## src/rtl/bist_vector_harness.sv

```systemverilog
// ---------------------------------------------------------------------------
// bist_vector_harness
//
// Clocked stimulus/response wrapper for flat combinational benchmark
// netlists. A 32-bit Fibonacci LFSR generates the input vectors, and a
// 16-bit MISR compacts the DUT responses into a signature. When the run
// finishes, the signature is compared against a golden value.
//
// Ports
//   clk        in   1      single clock, rising edge
//   rst        in   1      synchronous, active-high reset
//   start      in   1      run request, honoured in IDLE and DONE only
//   golden     in   16     expected signature, compared on entry to DONE
//   x_out      out  N_IN   vector driven to the DUT inputs
//   y_in       in   N_OUT  DUT outputs
//   busy       out  1      high in SEED, RUN and DRAIN
//   done       out  1      high in DONE
//   pass       out  1      signature == golden, valid while done = 1
//   signature  out  16     current MISR value
// ---------------------------------------------------------------------------
module bist_vector_harness #(
    parameter int          N_IN     = 26,
    parameter int          N_OUT    = 10,
    parameter int          PATTERNS = 1024,
    parameter int          LATENCY  = 0,
    parameter logic [31:0] SEED     = 32'h0000_0001
) (
    input  logic              clk,
    input  logic              rst,
    input  logic              start,
    input  logic [15:0]       golden,
    output logic [N_IN-1:0]   x_out,
    input  logic [N_OUT-1:0]  y_in,
    output logic              busy,
    output logic              done,
    output logic              pass,
    output logic [15:0]       signature
);

    // An all-zero LFSR would lock up, so a zero seed is replaced by 1.
    localparam logic [31:0] SEED_EFF = (SEED == 32'h0) ? 32'h1 : SEED;
    // The 17-bit pattern count cannot wrap even at PATTERNS = 65535.
    localparam logic [16:0] PAT_LAST = PATTERNS[16:0];
    localparam logic [3:0]  LAT      = LATENCY[3:0];

    typedef enum logic [2:0] {
        S_IDLE,
        S_SEED,
        S_RUN,
        S_DRAIN,
        S_DONE
    } state_t;

    state_t            state_q,  state_d;
    logic [31:0]       lfsr_q,   lfsr_d;
    logic [N_IN-1:0]   x_q,      x_d;
    logic [15:0]       sig_q,    sig_d;
    logic [16:0]       pat_q,    pat_d;
    logic [3:0]        wait_q,   wait_d;
    logic [3:0]        drain_q,  drain_d;
    logic              busy_q,   busy_d;
    logic              done_q,   done_d;
    logic              pass_q,   pass_d;

    logic              capture;
    logic              launch;

    function automatic logic [31:0] lfsr_next(input logic [31:0] s);
        return {s[30:0], s[31] ^ s[21] ^ s[1] ^ s[0]};
    endfunction

    function automatic logic [15:0] misr_next(input logic [15:0] g,
                                              input logic [15:0] y);
        return {g[14:0], 1'b0} ^ (g[15] ? 16'h1021 : 16'h0000) ^ y;
    endfunction

    // wait_q counts the cycles since RUN cycle 0 and saturates at LATENCY.
    // Captures begin once the first vector has travelled through the DUT
    // pipeline. Because RUN and DRAIN together last PATTERNS + LATENCY
    // cycles, this gives exactly PATTERNS captures.
    assign capture = ((state_q == S_RUN) || (state_q == S_DRAIN)) && (wait_q == LAT);
    assign launch  = start && ((state_q == S_IDLE) || (state_q == S_DONE));

    always_comb begin
        state_d = state_q;
        lfsr_d  = lfsr_q;
        x_d     = x_q;
        sig_d   = capture ? misr_next(sig_q, 16'(y_in)) : sig_q;
        pat_d   = pat_q;
        wait_d  = wait_q;
        drain_d = drain_q;
        busy_d  = busy_q;
        done_d  = done_q;
        pass_d  = pass_q;

        if (((state_q == S_RUN) || (state_q == S_DRAIN)) && (wait_q != LAT)) begin
            wait_d = wait_q + 4'd1;
        end

        unique case (state_q)
            S_IDLE: begin
                x_d = '0;
            end
            S_SEED: begin
                x_d     = lfsr_q[N_IN-1:0];
                lfsr_d  = lfsr_next(lfsr_q);
                pat_d   = 17'd1;
                state_d = S_RUN;
            end
            S_RUN: begin
                if (pat_q == PAT_LAST) begin
                    if (LAT != 4'd0) begin
                        state_d = S_DRAIN;
                    end else begin
                        state_d = S_DONE;
                        busy_d  = 1'b0;
                        done_d  = 1'b1;
                        pass_d  = (sig_d == golden);
                    end
                end else begin
                    x_d    = lfsr_q[N_IN-1:0];
                    lfsr_d = lfsr_next(lfsr_q);
                    pat_d  = pat_q + 17'd1;
                end
            end
            S_DRAIN: begin
                // x_out holds the last vector while the pipeline empties.
                if (drain_q == LAT - 4'd1) begin
                    state_d = S_DONE;
                    busy_d  = 1'b0;
                    done_d  = 1'b1;
                    pass_d  = (sig_d == golden);
                end else begin
                    drain_d = drain_q + 4'd1;
                end
            end
            S_DONE: begin
                // Signature and pass stay frozen until the next launch.
            end
            default: begin
                state_d = S_IDLE;
            end
        endcase

        // Entering SEED from IDLE or DONE starts a fresh run.
        if (launch) begin
            state_d = S_SEED;
            lfsr_d  = SEED_EFF;
            sig_d   = 16'h0000;
            pat_d   = '0;
            wait_d  = '0;
            drain_d = '0;
            busy_d  = 1'b1;
            done_d  = 1'b0;
            pass_d  = 1'b0;
        end
    end

    always_ff @(posedge clk) begin
        if (rst) begin
            state_q <= S_IDLE;
            lfsr_q  <= SEED_EFF;
            x_q     <= '0;
            sig_q   <= 16'h0000;
            pat_q   <= '0;
            wait_q  <= '0;
            drain_q <= '0;
            busy_q  <= 1'b0;
            done_q  <= 1'b0;
            pass_q  <= 1'b0;
        end else begin
            state_q <= state_d;
            lfsr_q  <= lfsr_d;
            x_q     <= x_d;
            sig_q   <= sig_d;
            pat_q   <= pat_d;
            wait_q  <= wait_d;
            drain_q <= drain_d;
            busy_q  <= busy_d;
            done_q  <= done_d;
            pass_q  <= pass_d;
        end
    end

    assign x_out     = x_q;
    assign busy      = busy_q;
    assign done      = done_q;
    assign pass      = pass_q;
    assign signature = sig_q;

endmodule

```

## config.mk

```make
export PLATFORM = sky130hd
export DESIGN_NAME = bist_vector_harness
export DESIGN_NICKNAME = d
export VERILOG_FILES = /design/src/rtl/bist_vector_harness.sv
export SDC_FILE = /design/constraint.sdc
export NUM_CORES = 1
export LEC_CHECK = 0
export CAP_MARGIN = 10
export CORE_MARGIN = 3
export CORE_UTILIZATION = 45
export DETAILED_ROUTE_END_ITERATION = 12
export GPL_ROUTABILITY_DRIVEN = 1
export HOLD_SLACK_MARGIN = 0.12
export PLACE_DENSITY = 0.7
export SLEW_MARGIN = 5
export SYNTH_ARGS = -nofsm -noshare
export SYNTH_HDL_FRONTEND = slang
export SYNTH_SLANG_ARGS = --single-unit
```

## constraint.sdc

```tcl
create_clock -name clk -period 4.56 [get_ports clk]
set_clock_uncertainty 0.1 [all_clocks]
set_input_delay 0.456 -clock clk [delete_from_list [all_inputs] [get_ports clk]]
set_output_delay 0.456 -clock clk [all_outputs]
set_load 0.005 [all_outputs]
```

# ---- After elaboration in Yosys (flattened, before gate mapping)
# Cells that the tools add are included.
dict set report classes {
  add_sub_neg 3
  eq_ne 13
  mux 22
  bitwise 7
  n_reduce_logical 21
}
# op count
set ops {}
lappend ops {{26-bit case mux with 3 select lines} 1}
lappend ops {{32-bit case mux with 2 select lines} 1}
lappend ops {{17-bit case mux with 2 select lines} 1}
lappend ops {{32-bit 2-to-1 mux} 1}
lappend ops {{26-bit 2-to-1 mux} 1}
lappend ops {{17-bit by 1-bit adder with 17-bit output, second input constant} 1}
lappend ops {{17-bit by 11-bit equality test with 1-bit output, second input constant} 1}
lappend ops {{17-bit 2-to-1 mux} 1}
lappend ops {{16-bit equality test} 1}
lappend ops {{16-bit 2-to-1 mux} 1}
lappend ops {{16-bit by 10-bit bitwise XOR with 16-bit output} 1}
lappend ops {{16-bit by 13-bit bitwise XOR with 16-bit output} 1}
lappend ops {{13-bit 2-to-1 mux} 1}
lappend ops {{3-bit case mux with 4 select lines} 1}
lappend ops {{3-bit AND reduction} 4}
lappend ops {{4-bit by 1-bit adder with 4-bit output, second input constant} 2}
lappend ops {{1-bit 2-to-1 mux} 8}
lappend ops {{3-bit by 2-bit equality test with 1-bit output, second input constant} 2}
lappend ops {{3-bit 2-to-1 mux} 2}
lappend ops {{2-bit by 1-bit inequality test with 1-bit output, second input constant} 3}
lappend ops {{3-bit by 2-bit inequality test with 1-bit output, second input constant} 2}
lappend ops {{1-bit case mux with 2 select lines} 3}
lappend ops {{2-bit AND reduction} 3}
lappend ops {{3-bit nonzero test} 2}
lappend ops {{other kinds (13)} 21}
dict set report word_totals {
  regBits 105
  word_cells 77
}

# ---- Logic depth before layout (Yosys ltp)
# Gate-level depths: netlist of the first run.
dict set report depth {
  ltp_word 7
  mapped_depth 11
}

# ---- Worst setup path after synthesis of the first run
# Ideal clock, no wire load.
dict set report synth_timing {
  kind {flip-flop to flip-flop}
  startpoint {register pat_q[0]}
  endpoint {register pat_q[13]}
  setup_ns 0.070
  arrival_ns 2.011
  setup_slack_ns 2.379
  path_stages_with_launch 10
  path_buffers 1
  cell_sequence {dfxtp_1 inv_1 ha_1 nor4b_1 and4_1 o21a_1 buf_6 or3_4 or3_1 a21oi_1}
}
dict set report synth_via {
  elab_chain_cells 3
  elab_cells_between_ends 6
  classes_between {add/sub: 1; eq/ne: 2; mux: 2; reduce/logical: 1}
}
# element line
set synth_lines {}
lappend synth_lines {{start, declared} 58} ;# logic [16:0] pat_q, pat_d;
lappend synth_lines {{start signal, assigned} 176} ;# pat_q <= pat_d;
lappend synth_lines {{17-bit by 1-bit adder with 17-bit output or 17-bit by 11-bit equality test with 1-bit output (tied branches)} {123, 111}}
lappend synth_lines {{17-bit 2-to-1 mux or 2-bit inequality test (tied branches)} -}
lappend synth_lines {{17-bit case mux with 2 select lines or 2-bit AND reduction (tied branches)} -}
# Parallel ways exist; a longest one is shown, timed or not. The select of a mux whose other input is x is not followed.
# A chain may end at the register's enable or synchronous reset.

# ---- Final worst setup path of the first run
dict set report layout_timing {
  startpoint {register wait_q[0]}
  endpoint {register pass_q, in the netlist pass}
}
dict set report layout_via {
  elab_chain_cells 6
  elab_cells_between_ends 7
  classes_between {eq/ne: 1; mux: 4; reduce/logical: 2}
}
# element line
set layout_lines {}
lappend layout_lines {{start, declared} 59} ;# logic [3:0] wait_q, wait_d;
lappend layout_lines {{start signal, assigned} 177} ;# wait_q <= wait_d;
lappend layout_lines {{4-bit logical NOT (*)} 81} ;# assign capture = ((state_q == S_RUN) || (state_q == S_DRAIN)) && (wait_q == LAT);
lappend layout_lines {{1-bit logical AND (*)} 81}
lappend layout_lines {{16-bit 2-to-1 mux (*)} 88} ;# sig_d = capture ? misr_next(sig_q, 16'(y_in)) : sig_q;
lappend layout_lines {{16-bit equality test (*)} {118, 132}}
lappend layout_lines {{1-bit 2-to-1 mux, on equally long branches} {128, 111}}
lappend layout_lines {{1-bit case mux with 2 select lines (*)} 100} ;# unique case (state_q)
lappend layout_lines {{end signal, assigned} 181} ;# pass_q <= pass_d;
lappend layout_lines {{end, declared} 63} ;# logic pass_q, pass_d;
# Every way passes the cells marked *; elsewhere a longest branch is shown, timed or not. The select of a mux whose other input is x is not followed.

==> results of run 1 <==
[where the power goes]
group	internal (mW)	leakage, nW	switching (mW)
Sequential	0.924	0.847	0.00912
Clock	0.221	0.0969	0.329
Combinational	0.0642	0.792	0.0937
Total	1.21	1.74	0.431
[cell usage after synthesis, drive strengths merged, types with 6 or more instances]
| cell | count |
|---|---|
| dfxtp | 105 |
| inv | 10 |
| xnor2 | 24 |
| nor3 | 7 |
| buf | 8 |
| o21ai | 19 |
| clkbuf | 21 |
| nand4 | 7 |
| nand2b | 8 |
| nand3 | 16 |
| nand2 | 113 |
| xor2 | 15 |
| or3 | 6 |
| a21oi | 81 |
| nor2 | 37 |
[sequential cells by signal, indices dropped and copies added (netlist names)]
register	count
busy	1
done	1
drain_q	4
lfsr_q	32
pass	1
pat_q	17
signature	16
state_q	3
wait_q	4
x_out	26
[routing by layer]
layer / vias up / routed length (um) / global-route usage [%]
met1: 1780 / 4820 / 25.6
met4: 0 / 140 / 5.13
met5: - / 0 / 0
met2: 75 / 4770 / 30.6
li1: 1886 / - / -
met3: 12 / 436 / 4.90
[through the flow]
stage               instances  hold WS (ns)
floorplan                 525         0.332
global placement          701         0.339
detailed placement        701         0.348
CTS                       717         0.362
global route              718         0.374
finish                    718         0.360
[critical path, stage by stage, from the launching register on]
cell,delay [ns]
dfxtp_1,0.36
inv_1,0.07
ha_1,0.13
nor3b_2,0.45
and2_0,0.90
o21ai_0,0.27
xnor2_1,0.21
a2111oi_0,0.38
nand3_1,0.12
o21ai_1,0.12
[final cells by class]
cell class | count | area (um2) | area share [%]
well taps | 129 | 161 | 3.03
inverters | 10 | 37.5 | 0.704
flip-flops and latches | 105 | 2100 | 39.4
repair buffers | 77 | 773 | 14.5
clock inverters | 6 | 53.8 | 1.01
clock buffers | 10 | 138 | 2.58
multi-input cells | 381 | 2060 | 38.7
[layout by cell type (no fill, tap or decap), types with 3 or more instances in the layout]
master,instances
nor4_1,3
a21oi_1,81
and4_1,3
dfxtp_1,105
o21ai_0,17
nand2_1,113
nor2_1,37
clkbuf_8,10
xnor2_1,24
inv_1,10
or3_1,5
nor3_1,7
ha_1,5
clkdlybuf4s50_1,73
nand3_1,16
xor2_1,15
buf_4,3
mux2i_1,3
nand4_1,7
a211oi_1,5
nand2b_1,7
[worst min-delay path by stage]
stage | end | startpoint
after CTS | lfsr_q[20]$_SDFFE_PP0P_ | lfsr_q[20]$_SDFFE_PP0P_
after global routing | lfsr_q[20]$_SDFFE_PP0P_ | lfsr_q[20]$_SDFFE_PP0P_
after detailed placement | lfsr_q[20]$_SDFFE_PP0P_ | lfsr_q[20]$_SDFFE_PP0P_
after global placement | lfsr_q[27]$_SDFFE_PP0P_ | lfsr_q[27]$_SDFFE_PP0P_
after floorplan | lfsr_q[27]$_SDFFE_PP0P_ | lfsr_q[27]$_SDFFE_PP0P_
final | x_out[5]$_SDFFE_PP0P_ | x_out[5]$_SDFFE_PP0P_
[cells by family after synthesis]
group,share of synthesized area (%)
and+or+nand+nor,22.7
AOI/OAI and AO/OA,14.8
DFF,48.5
xor gates and xnor gates,7.89
buffers and inverters,3.87
adders and majority gates,1.44
muxes,0.693
==> flow_metrics.env, run 1 <==
export IMPL_hold_class="reg -> reg"
export IMPL_htreeDepth=3
export IMPL_fin_util_pct=57.4
export IMPL_rows=35
export IMPL_hold_buffers=0
export IMPL_fp_coreArea_um2=9280
export IMPL_max_cap_viol_count=0
export IMPL_path_class="reg -> reg"
export IMPL_syn_nets=559
export IMPL_diodes=0
export IMPL_ys_warn_count=0
export IMPL_clockBufferDepth=2
export IMPL_path_clk_slew_ns=0.10
export IMPL_worst_pin_slew_ns=1.06
export IMPL_regToRegEndpoint="pass$_SDFFE_PP0P_"
export IMPL_grt_max_degree=61
export IMPL_die_w_um=104
export IMPL_pin_count=74
export IMPL_endpoint_kind="flop"
export IMPL_grt_usage_pct=19.1
export IMPL_fin_nets=618
export IMPL_first_global_vias=3438
export IMPL_fin_crit_ns=3.18
export IMPL_synthesis_area_um2=4330
export IMPL_pre_cts_ws_ns=1.46
export IMPL_synth_top_area_cell="dfxtp_1"
export IMPL_cts_tree="done"
export IMPL_leakage_nw=1.74
export IMPL_dieHeight_um=104
export IMPL_finalHoldViolations=0
export IMPL_synth_top_area_share_pct=48.5
export IMPL_rr_startpoint="wait_q[0]$_SDFFE_PP0P_"
export IMPL_synth_edf_count=0
export IMPL_final_area_um2=5330
export IMPL_rrSetupSlack_ns=1.38
export IMPL_area_growth_pct=23.1
export IMPL_drt_total_wl_um=10200
export IMPL_drtAntennaViolNets=0
export IMPL_synth_ff_type="dfxtp_1"
export IMPL_fp_dieArea_um2=10800
export IMPL_clock_fmax_mhz=314
export IMPL_synth_cell_type_count=45
export IMPL_syn_inst=525
export IMPL_required_ns=4.77
export IMPL_first_pass_iters=4
export IMPL_cts_root_buf="clkbuf_8"
export IMPL_post_cts_resized=0
export IMPL_min_path_cells=2
export IMPL_async_reset_ff_share_pct=0
export IMPL_vias=3753
export IMPL_period_share_pct=69.8
export IMPL_seq_area_frac_synth_pct=48.5
export IMPL_total_power_mw=1.64
export IMPL_finalWorstSetupSlack_ns=1.38
export IMPL_viasPerCell=5.23
export IMPL_crit_path_end="pass$_SDFFE_PP0P_"
export IMPL_route_detailed_drc=0
export IMPL_post_cts_repair_setup_buffers=0
export IMPL_synthTopCellsByArea="dfxtp_1, nand2_1, a21oi_1"
export IMPL_drive_above_1_share_pct=4.41
export IMPL_routedWlPerCell_um=14.2
export IMPL_grt_setup_unrepaired="no"
export IMPL_fillers=865
export IMPL_clk_latency_ns=0.38
export IMPL_relSlewSlack_pct=29.3
export IMPL_grt_pass1_wl_um=17000
export IMPL_cp_max_fo=23
export IMPL_start_util_pct=46.6
export IMPL_gp_congestion=0.887
export IMPL_power_density_nw_per_um2=308
export IMPL_cp_startpoint="wait_q[0]$_SDFFE_PP0P_"
export IMPL_cp_data_arrival_time_ns=3.40
export IMPL_synth_seq_cells=105
export IMPL_setup_viol=0
export IMPL_dpl_cell_area_um2=5120
export IMPL_port_buffer_count=73
export IMPL_crit_path_start_kind="flop"
export IMPL_cts_buffers=9
export IMPL_avgSynthCellArea_um2=8.25
export IMPL_dpl_hpwl_um=7130
export IMPL_globalRoute_totalOverflow=0
export IMPL_r2r_cells=9
export IMPL_report_final_slew_viol_count=0
export IMPL_antenna_found_initial=0
export IMPL_cts_sinks=105
export IMPL_outcome="finished, final reports clean"
export IMPL_setup_tns_ns=0
export IMPL_drt_iter0_drc=233
export IMPL_peakVddDrop_mv=0.242
Power figures use the tool's default switching activity.
==> inputs of run 2 (changes only) <==
--- a/config.mk
+++ b/config.mk
@@ -11,7 +11,7 @@
 export DETAILED_ROUTE_END_ITERATION = 12
 export GPL_ROUTABILITY_DRIVEN = 1
 export HOLD_SLACK_MARGIN = 0.12
-export PLACE_DENSITY = 0.7
+export PLACE_DENSITY = 0.72
 export SLEW_MARGIN = 5
 export SYNTH_ARGS = -nofsm -noshare
 export SYNTH_HDL_FRONTEND = slang
==> constraint.sdc (replaced) <==
create_clock -name clk -period 2.7 [get_ports clk]
set_clock_uncertainty 0.1 [all_clocks]
set_input_delay 0.27 -clock clk [delete_from_list [all_inputs] [get_ports clk]]
set_output_delay 0.27 -clock clk [all_outputs]
set_load 0.005 [all_outputs]
==> run 2 against run 1 <==
Sequential share of layout area down 0.29 points. Non-clock buffer count is 8 higher. First-iteration DRC count shrank 0.43%. Count of clock-buffer cells in the layout unchanged. Sequential power increased by 69%. Critical endpoint unchanged.
==> flow_metrics.env, run 2 (synthesis results as in run 1) <==
export IMPL_hold_buffers=0
export IMPL_vias=3769
export IMPL_grt_max_degree=36
export IMPL_power_density_nw_per_um2=510
export IMPL_finalWorstSetupSlack_ns=0.322
export IMPL_first_pass_iters=5
export IMPL_clk_latency_ns=0.37
export IMPL_diodes=0
export IMPL_grt_pass1_wl_um=16600
export IMPL_first_global_vias=3511
export IMPL_fp_dieArea_um2=10800
export IMPL_fin_hold_ws_ns=0.343
export IMPL_clockBufferDepth=2
export IMPL_r2r_cells=10
export IMPL_fin_util_pct=57.8
export IMPL_pin_count=74
export IMPL_drtAntennaViolNets=0
export IMPL_endpoint_kind="flop"
export IMPL_leakage_nw=1.76
export IMPL_area_growth_pct=24.0
export IMPL_cts_tree="done"
export IMPL_path_class="reg -> reg"
export IMPL_cts_sinks=105
export IMPL_relSlewSlack_pct=64.6
export IMPL_drive_above_1_share_pct=5.54
export IMPL_regToRegEndpoint="pass$_SDFFE_PP0P_"
export IMPL_final_area_um2=5370
export IMPL_route_detailed_drc=0
export IMPL_grt_setup_unrepaired="no"
export IMPL_path_clk_slew_ns=0.11
export IMPL_fp_coreArea_um2=9280
export IMPL_regMostFlops="lfsr_q"
export IMPL_fin_nets=626
export IMPL_cp_data_arrival_time_ns=2.58
export IMPL_fin_crit_ns=2.38
export IMPL_viasPerCell=5.20
export IMPL_peakVddDrop_mv=0.351
export IMPL_htreeDepth=3
export IMPL_finalHoldViolations=0
export IMPL_rr_startpoint="wait_q[0]$_SDFFE_PP0P_"
export IMPL_worst_pin_slew_ns=0.531
export IMPL_cts_root_buf="clkbuf_8"
export IMPL_globalRoute_totalOverflow=0
export IMPL_period_share_pct=88.1
export IMPL_antenna_found_initial=0
export IMPL_grt_usage_pct=18.5
export IMPL_routedWlPerCell_um=13.8
export IMPL_hold_class="reg -> reg"
export IMPL_gp_congestion=0.988
export IMPL_die_w_um=104
export IMPL_crit_path_start_kind="flop"
export IMPL_clock_fmax_mhz=421
export IMPL_dpl_hpwl_um=7170
export IMPL_holdPathEnd="lfsr_q[28]$_SDFFE_PP0P_"
export IMPL_required_ns=2.91
export IMPL_dpl_cell_area_um2=5160
export IMPL_min_path_cells=2
export IMPL_outcome="finished, final reports clean"
export IMPL_final_common_cell="nand2_1"
export IMPL_report_final_slew_viol_count=0
export IMPL_drt_iter0_drc=232
export IMPL_fillers=833
export IMPL_cp_max_fo=12
export IMPL_pre_cts_ws_ns=0.0712
export IMPL_max_cap_viol_count=0
export IMPL_start_util_pct=46.6
export IMPL_setup_viol=0
export IMPL_rows=35
export IMPL_hold_path_startpoint="lfsr_q[27]$_SDFFE_PP0P_"
export IMPL_cts_buffers=9
export IMPL_drt_total_wl_um=10000
export IMPL_final_cell_mix="nand2_1, dfxtp_1, a21oi_1"
export IMPL_largest_register_ffs=32
export IMPL_rrSetupSlack_ns=0.32
export IMPL_dieHeight_um=104
export IMPL_port_buffer_count=73
export IMPL_setup_tns_ns=0
-- run 2: cell types whose count changed in the layout (fill, tap and decap cells not counted), sizes merged --
cell,change
buf,+8
clkinv,-4
inv,+3
-- run 2: per-layer routing --
| metal | up-vias | track usage [%] | routed length (um) |
|---|---|---|---|
| met5 | - | 0 | 0 |
| met4 | 0 | 5.51 | 167 |
| met3 | 14 | 4.66 | 460 |
| met2 | 99 | 30.6 | 4960 |
| met1 | 1750 | 24.0 | 4430 |
| li1 | 1906 | - | - |
-- run 2: report_power, final --
group          switching (mW)  internal, mW  total, mW
combinational           0.158         0.111      0.269
clock                   0.543         0.351      0.894
sequential             0.0151          1.56       1.58
total                   0.716          2.02       2.74
-- run 2: cell type report --
cell class                      instances  area, um2  share of cell area (%)
Timing Repair Buffer                   85        821                    15.3
Clock inverter                          5       47.5                   0.886
Clock buffer                           10        128                    2.38
Multi-Input combinational cell        381       2070                    38.6
Sequential cell                       105       2100                    39.2
Inverter                               10       37.5                   0.699
Tap cell                              129        161                    3.01
-- run 2: what timing repair did --
action,4_1_cts,5_1_grt
buffers inserted,0,3
gates resized for setup,0,2
setup endpoints to repair,0,1
-- run 2: worst max path at each step --
stage,startpoint,endpoint,slack (ns),depth (start not counted)
6_report,wait_q[0]$_SDFFE_PP0P_,pass$_SDFFE_PP0P_,0.32,10
5_1_grt,wait_q[0]$_SDFFE_PP0P_,pass$_SDFFE_PP0P_,0.03,10
2_1_floorplan,pat_q[0]$_SDFFE_PP0P_,pat_q[13]$_SDFFE_PP0P_,0.52,9
3_3_place_gp,wait_q[0]$_SDFFE_PP0P_,pass$_SDFFE_PP0P_,0.32,9
3_5_place_dp,wait_q[0]$_SDFFE_PP0P_,pass$_SDFFE_PP0P_,0.07,9
4_1_cts,wait_q[0]$_SDFFE_PP0P_,pass$_SDFFE_PP0P_,0.06,9
-- run 2: critical path: stages (launching register included) --
cell,delay [ns]
dfxtp_1,0.36
inv_1,0.07
ha_1,0.16
nor3b_4,0.26
and2_0,0.27
buf_4,0.22
mux2i_1,0.25
xnor2_1,0.09
a2111oi_0,0.32
nand3_1,0.13
o21ai_1,0.12
-- run 2: stage by stage --
stage               std cells  power, mW
floorplan                 525       1.77
global placement          707       1.87
detailed placement        707       1.88
CTS                       722       2.78
global route              725       2.87
finish                    725       2.74
